===== src/rtl/branch_resolve_predict.sv =====
// Branch resolution against comparator results, plus a direct-mapped table of
// 2-bit saturating counters for taken/not-taken prediction and branch statistics.
module branch_resolve_predict #(
    parameter int unsigned IDX_W = 4,
    parameter int unsigned PC_W  = 32,
    parameter int unsigned CNT_W = 32
) (
    input  logic             clk,
    input  logic             rst_n,
    input  logic [PC_W-1:0]  pred_pc,
    output logic             pred_taken,
    input  logic             res_valid,
    input  logic [PC_W-1:0]  res_pc,
    input  logic [2:0]       res_funct3,
    input  logic             res_pred_taken,
    output logic             brun,
    input  logic             breq,
    input  logic             brlt,
    output logic             br_taken,
    output logic             mispredict,
    output logic             illegal_br,
    input  logic             cnt_clr,
    output logic [CNT_W-1:0] branch_cnt,
    output logic [CNT_W-1:0] mispred_cnt
);

    localparam int unsigned DEPTH = 1 << IDX_W;
    localparam logic [CNT_W-1:0] CNT_MAX = '1;
    localparam logic [CNT_W-1:0] CNT_ONE = {{(CNT_W-1){1'b0}}, 1'b1};

    typedef enum logic [1:0] {
        StSnt = 2'b00,
        StWnt = 2'b01,
        StWt  = 2'b10,
        StSt  = 2'b11
    } ctr_e;

    ctr_e             table_q [DEPTH];
    ctr_e             res_state;
    ctr_e             upd_state;
    logic [1:0]       pred_state;
    logic [IDX_W-1:0] pred_idx;
    logic [IDX_W-1:0] res_idx;
    logic             legal;
    logic             taken_raw;
    logic             update;
    logic             unused_pc;

    assign pred_idx  = pred_pc[IDX_W+1:2];
    assign res_idx   = res_pc[IDX_W+1:2];
    assign unused_pc = ^{pred_pc[PC_W-1:IDX_W+2], pred_pc[1:0],
                         res_pc[PC_W-1:IDX_W+2], res_pc[1:0]};

    // Prediction read has no bypass: a same-cycle update shows up next cycle.
    assign pred_state = table_q[pred_idx];
    assign pred_taken = pred_state[1];

    assign brun   = (res_funct3[2:1] == 2'b11);
    assign legal  = (res_funct3[2:1] != 2'b01);
    assign update = res_valid & legal;

    always_comb begin
        taken_raw = 1'b0;
        case (res_funct3)
            3'b000:  taken_raw = breq;
            3'b001:  taken_raw = ~breq;
            3'b100:  taken_raw = brlt;
            3'b101:  taken_raw = ~brlt;
            3'b110:  taken_raw = brlt;
            3'b111:  taken_raw = ~brlt;
            default: taken_raw = 1'b0;
        endcase
    end

    assign br_taken   = update & taken_raw;
    assign mispredict = update & (br_taken != res_pred_taken);
    assign illegal_br = res_valid & ~legal;

    assign res_state = table_q[res_idx];

    always_comb begin
        upd_state = res_state;
        unique case (res_state)
            StSnt: upd_state = br_taken ? StWnt : StSnt;
            StWnt: upd_state = br_taken ? StWt  : StSnt;
            StWt:  upd_state = br_taken ? StSt  : StWnt;
            StSt:  upd_state = br_taken ? StSt  : StWt;
        endcase
    end

    always_ff @(posedge clk or negedge rst_n) begin
        if (!rst_n) begin
            for (int i = 0; i < int'(DEPTH); i++) begin
                table_q[i] <= StWnt;
            end
        end else if (update) begin
            table_q[res_idx] <= upd_state;
        end
    end

    // Clear has priority over a coincident event; both counters saturate.
    always_ff @(posedge clk or negedge rst_n) begin
        if (!rst_n) begin
            branch_cnt  <= '0;
            mispred_cnt <= '0;
        end else if (cnt_clr) begin
            branch_cnt  <= '0;
            mispred_cnt <= '0;
        end else begin
            if (update && branch_cnt != CNT_MAX) begin
                branch_cnt <= branch_cnt + CNT_ONE;
            end
            if (mispredict && mispred_cnt != CNT_MAX) begin
                mispred_cnt <= mispred_cnt + CNT_ONE;
            end
        end
    end

endmodule


===== config.mk =====
export PLATFORM = sky130hd
export DESIGN_NAME = branch_resolve_predict
export DESIGN_NICKNAME = d
export VERILOG_FILES = /design/src/rtl/branch_resolve_predict.sv
export SDC_FILE = /design/constraint.sdc
export NUM_CORES = 1
export LEC_CHECK = 0
export CAP_MARGIN = 20
export CORE_UTILIZATION = 49
export CTS_CLUSTER_DIAMETER = 200
export DETAILED_ROUTE_END_ITERATION = 10
export PLACE_DENSITY = 0.92
export SYNTH_ARGS = -nofsm -noshare
export SYNTH_HDL_FRONTEND = slang
export SYNTH_SLANG_ARGS = --single-unit

===== constraint.sdc =====
create_clock -name clk -period 2.9 [get_ports clk]
set_input_delay 0.29 -clock clk [delete_from_list [all_inputs] [get_ports clk]]
set_output_delay 0.29 -clock clk [all_outputs]
set_load 0.02 [all_outputs]

Word level (Yosys, flattened, before mapping)
Index checks and enable logic that the tools add are counted.
{ "op_classes": {"eq_ne": 13, "n_bitwise": 9, "add_sub_neg": 2, "reduce_logical": 9, "magnitude_cmp": 3, "mux": 19} }
{ "ops": {"columns": ["operator", "count"], "rows": [
  ["$mux 32", 4],
  ["$add 32x1->32 const B", 2],
  ["$ne 32x32->1 const B", 2],
  ["$bwmux 32", 1],
  ["$bmux 2 s4", 2],
  ["$mux 2", 7],
  ["$eq 3x3->1 const B", 4],
  ["$ge 5x5->1 const B", 2],
  ["$not 4->5", 2],
  ["$demux 2 s4", 1],
  ["$pmux 2 s4", 1],
  ["$eq 2x2->1 const B", 3],
  ["$lt 5x1->1 const B", 1],
  ["$and 1x1->1", 4],
  ["$pmux 1 s4", 1],
  ["$reduce_bool 2->1", 2],
  ["$reduce_or 2->1", 2],
  ["$eq 3x1->1 const B", 1],
  ["$logic_and 1x1->1", 3],
  ["$logic_not 3->1", 1],
  ["$not 1->1", 3],
  ["$eq 2x1->1 const B", 1],
  ["$logic_not 2->1", 1],
  ["$mux 1", 2],
  ["other kinds (2)", 2]
]} }
{ "totals": {"inputBits": 74, "output_inout_bits": 69, "elab_cells": 73, "register_bits": 96} }

Logic depth before layout (Yosys ltp)
{ "logic_depth": {"word_depth": 9, "depth_mapped": 8, "mapped_depth_nobuf": 6} }

Worst setup path after synthesis
No wires, ideal clock.
{ "synth_path": {"kind": "input to register", "startpoint": "input res_pc[3]", "endpoint": "register table_q[15] in the netlist's numbering", "cell_stages": 8, "t_required_ns": 2.775, "t_arrival_ns": 2.080, "setup_slack_ns": 0.696, "setup_ns": 0.125, "cell_sequence": "clkbuf_1 -> buf_1 -> mux4_2 -> nand3_1 -> nand3_2 -> maj3_2 -> buf_6 -> mux2_2"} }
{ "synth_via": {"elab_chain_cells": 7, "word_cells_on_any_way": 15} }
{ "synth_lines": {"columns": ["item", "line", "text"], "rows": [
  ["start: declaration", "13", "input logic [PC_W-1:0] res_pc,"],
  ["$not 4->5 (implied by the code) *", "79, 97", null],
  ["$bmux 2 s4", "79", "assign res_state = table_q[res_idx];"],
  ["$mux 2 (implied by the code) (2 in a row)", "79", null],
  ["$eq 2x2->1, or another cell as far along", "83", "unique case (res_state)"],
  ["$pmux 2 s4", "83", null],
  ["$bwmux 32 *", "97", "table_q[res_idx] <= upd_state;"],
  ["end signal: indexed assignment", "94", "table_q[i] <= StWnt;"],
  ["end signal: indexed assignment", "97", null],
  ["end: declaration", "38", "ctr_e table_q [DEPTH];"]
]} }
Every way passes the cells marked *; elsewhere a longest branch is shown, timed or not. The select of a mux whose other input is x is not followed.
A chain may end at the register's enable or synchronous reset.

Worst setup path in the final report
{ "layout_path": {"startpoint": "input pred_pc[2]", "endpoint": "output pred_taken"} }
{ "layout_via": {"elab_chain_cells": 4} }
{ "layout_lines": {"columns": ["item", "line", "text"], "rows": [
  ["start: declaration", "10", "input logic [PC_W-1:0] pred_pc,"],
  ["$not 4->5 (implied by the code)", "55", "assign pred_state = table_q[pred_idx];"],
  ["$bmux 2 s4", "55", null],
  ["$mux 2 (implied by the code) (2 in a row)", "55", null],
  ["end: declaration", "11", "output logic pred_taken,"]
]} }
No other way between the ends. The select of a mux whose other input is x is not followed.

==> results.ini <==
[layout]
n_fill_cell=919
seq_area_um2=2420
multi_input_area_um2=2870
fin_cells=763
antenna_cells=0
area_delta_synth_final_pct=22.4
fin_nets=694
drive_gt1_frac=0.167

[synthesis]
syn_nets=608
yosysUniqueCellTypes=50
ys_ff_latch=96
synth_cells=532
synth_area_um2=5460
ys_seq_area_frac=0.444
yosysWarnings=0
avgSynthCellArea_um2=10.3

[worst_setup_path]
r2r-start=branch_cnt[6]$_DFFE_PN0P_
rr_worst_depth=5
path_buf_inv=2
worstPathArrival_ns=2.51
worstSetupPathType=input port to primary output
worstPathMaxFanout=4
critPathLaunchType=input port
timing.rr.end=branch_cnt[21]$_DFFE_PN0P_
cp_slowest_stage_delay_ns=0.64
crit_family=buffers and inverters
r2r_slack_ns=0.52
crit_slowest_cell=clkdlybuf4s50_1
worstPathCellList=clkdlybuf4s50_1, mux4_2, mux4_2, clkdlybuf4s50_1
endpoint_kind=primary output
cp.required_ns=2.61

[power_and_ir_drop]
irDropWorstVdd_uv=194
power_density_nw_per_um2=391
p_leak_nw=2.54
power_w=0.00261

[grt]
first_global_vias=4780
grt_start_max_net_pins=59
antenna_found_initial=0
grtUsageTotal=0.255
gr-total-overflow=0
grt_pass1_wl_mm=23.2

[floorplan]
fp.dieW_um=108
initial_utilization=0.504
num_rows=38
ios=143
die_y_um=108
core_um2=10800
die_area_um2=11600

[clocking]
clock_sinks=96
cts.clk_slew.worst_paths_ns=0.10
htree_levels=3
clock_latency_ns=0.37
clk_path_buf_depth=2
cts_root_buf=clkbuf_8
cts_buffers=9
cts_tree=done

[route]
wl_mm=13.9
drtPass1Iterations=7
vias=4808
wl_per_cell_um=18.2
vias_per_cell=6.30
postRouteAntennaNets=0
drt_iter0_drc=327
drcViolationCount=0

[place]
numPortBuffers=86
dp_hpwl_mm=9.91
place_inst=746
routabilityCongestion=0.870

[job]
maxCapViolCount=0

[worst_hold_path]
worstHoldPathType=input port to asynchronous set/reset pin

[sta]
fin_worst_skew_ns=0.0148
slew-limit-headroom=0.282
tns_ns=0
slew_violations=0
fin_crit_ns=2.80
setup_viol=0
fmax_mhz=357
post-route-period-util=0.965
worst_pin_slew_ns=1.08
holdWs_ns=0.430
rsz0062_at_grt=no
hold_viol=0

[status]
status=finished clean

## cell usage after synthesis (all sizes together)
| cell | count | area [um2] |
|---|---|---|
| buf | 11 | 78.8 |
| a22oi | 2 | 15.0 |
| xor2 | 8 | 70.1 |
| nand4 | 16 | 113 |
| xor3 | 2 | 47.6 |
| o211ai | 3 | 22.5 |
| mux4 | 13 | 293 |
| dfrtp | 80 | 2000 |
| nand3 | 29 | 150 |
| or4 | 29 | 218 |
| and3 | 7 | 43.8 |
| nand2b | 3 | 18.8 |
| nor4b | 1 | 8.76 |
| ha | 2 | 25.0 |
| o311ai | 2 | 17.5 |
| nor4 | 5 | 31.3 |
| o21ai | 25 | 125 |
| a22o | 1 | 10.0 |
| mux2i | 1 | 10.0 |
| nor2 | 30 | 113 |
| dfstp | 16 | 420 |
| a21oi | 50 | 250 |
| o2111ai | 3 | 26.3 |
| or2 | 3 | 18.8 |
| nor2b | 5 | 31.3 |
| or3 | 27 | 169 |
| nor3 | 8 | 50.1 |
| and2 | 10 | 62.6 |
| xnor2 | 1 | 8.76 |
| nand3b | 2 | 15.0 |
| inv | 13 | 48.8 |
| maj3 | 2 | 22.5 |
| o41ai | 1 | 8.76 |
| nand2 | 31 | 116 |
| mux2 | 36 | 405 |
| o31ai | 28 | 238 |
| clkbuf | 14 | 52.6 |
| or3b | 1 | 8.76 |
| and4 | 11 | 96.3 |
## worst max-delay path by stage
stage,endpoint,from,depth (start not counted)
3_5_place_dp,table_q[9]$_DFFE_PN0P_,res_pc[2],7
4_1_cts,pred_taken,pred_pc[2],4
6_report,pred_taken,pred_pc[2],4
2_1_floorplan,table_q[15]$_DFFE_PN0P_,res_pc[3],8
3_3_place_gp,pred_taken,pred_pc[2],4
5_1_grt,pred_taken,pred_pc[2],4
## report_power, final
part	switching, W	internal (W)	total [W]
clock network	0.000468	0.000423	0.000891
logic	0.000155	0.000132	0.000287
registers	0.0000289	0.00141	0.00144
total	0.000652	0.00196	0.00261
## final cells by class
type                    count  share of cell area
clock buffers              13              0.0223
well taps                 140              0.0262
clock inverters             3             0.00636
repair buffers            100               0.147
inverters                  13             0.00730
multi-input cells         398               0.429
flip-flops and latches     96               0.362
## sequential cells by signal, summed over array words and instances (netlist names)
name         flops
branch_cnt      32
table_q         32
mispred_cnt     32
## routing by layer
layer | GRT usage | share of wire | vias to the layer above | wire, um
met2 | 0.429 | 0.51 | 176 | 7030
li1 | - | - | 2211 | -
met5 | 0 | 0 | - | 0
met3 | 0.0272 | 0.053 | 21 | 737
met4 | 0.0969 | 0.019 | 0 | 262
met1 | 0.338 | 0.42 | 2400 | 5890
## logic make-up (layout without fill, tap and decap cells)
kind of cell / count (synthesis) / in the layout / synth area share
and+or+nand+nor: 218 / 218 / 0.231
muxes: 50 / 50 / 0.130
buffers and inverters: 38 / 129 / 0.0330
AOI/OAI and AO/OA: 115 / 115 / 0.131
adders and majority gates: 4 / 4 / 0.00870
xor gates and xnor gates: 11 / 11 / 0.0231
DFF: 96 / 96 / 0.444
## stage by stage
stage	setup slack [ns]	instance area, um2	utilization
floorplan	0.696	5460	-
global placement	0.0935	6450	0.595
detailed placement	0.0406	6480	0.598
CTS	0.102	6680	0.617
global route	0.0642	6680	0.617
finish	0.102	6680	0.617
## cells in the final DEF (no fill, tap or decap), types with 4 or more instances in the layout
cell type	netlist	final
or3_1	27	27
a21oi_1	50	50
o21ai_0	6	6
nor3_1	6	6
and2_1	10	10
o21ai_1	19	19
nor2_1	30	30
dfstp_2	16	16
nand2_1	31	31
nand4_1	14	14
mux2_2	32	32
mux2_1	4	4
nand3_1	28	28
inv_1	12	12
dfrtp_1	80	80
and3_1	7	7
o31ai_1	26	26
and4_1	11	11
clkdlybuf4s50_1	0	84
nor2b_1	5	5
or4_1	29	29
clkbuf_8	0	10
mux4_2	13	13
nor4_1	5	4
buf_4	1	13
xor2_1	8	8
## timing repair
item	4_1_cts	5_1_grt
endpoints found under the hold margin	32	0
setup buffers	0	0
hold buffers	1	0
resized for setup	0	0
Power figures use the tool's default switching activity.
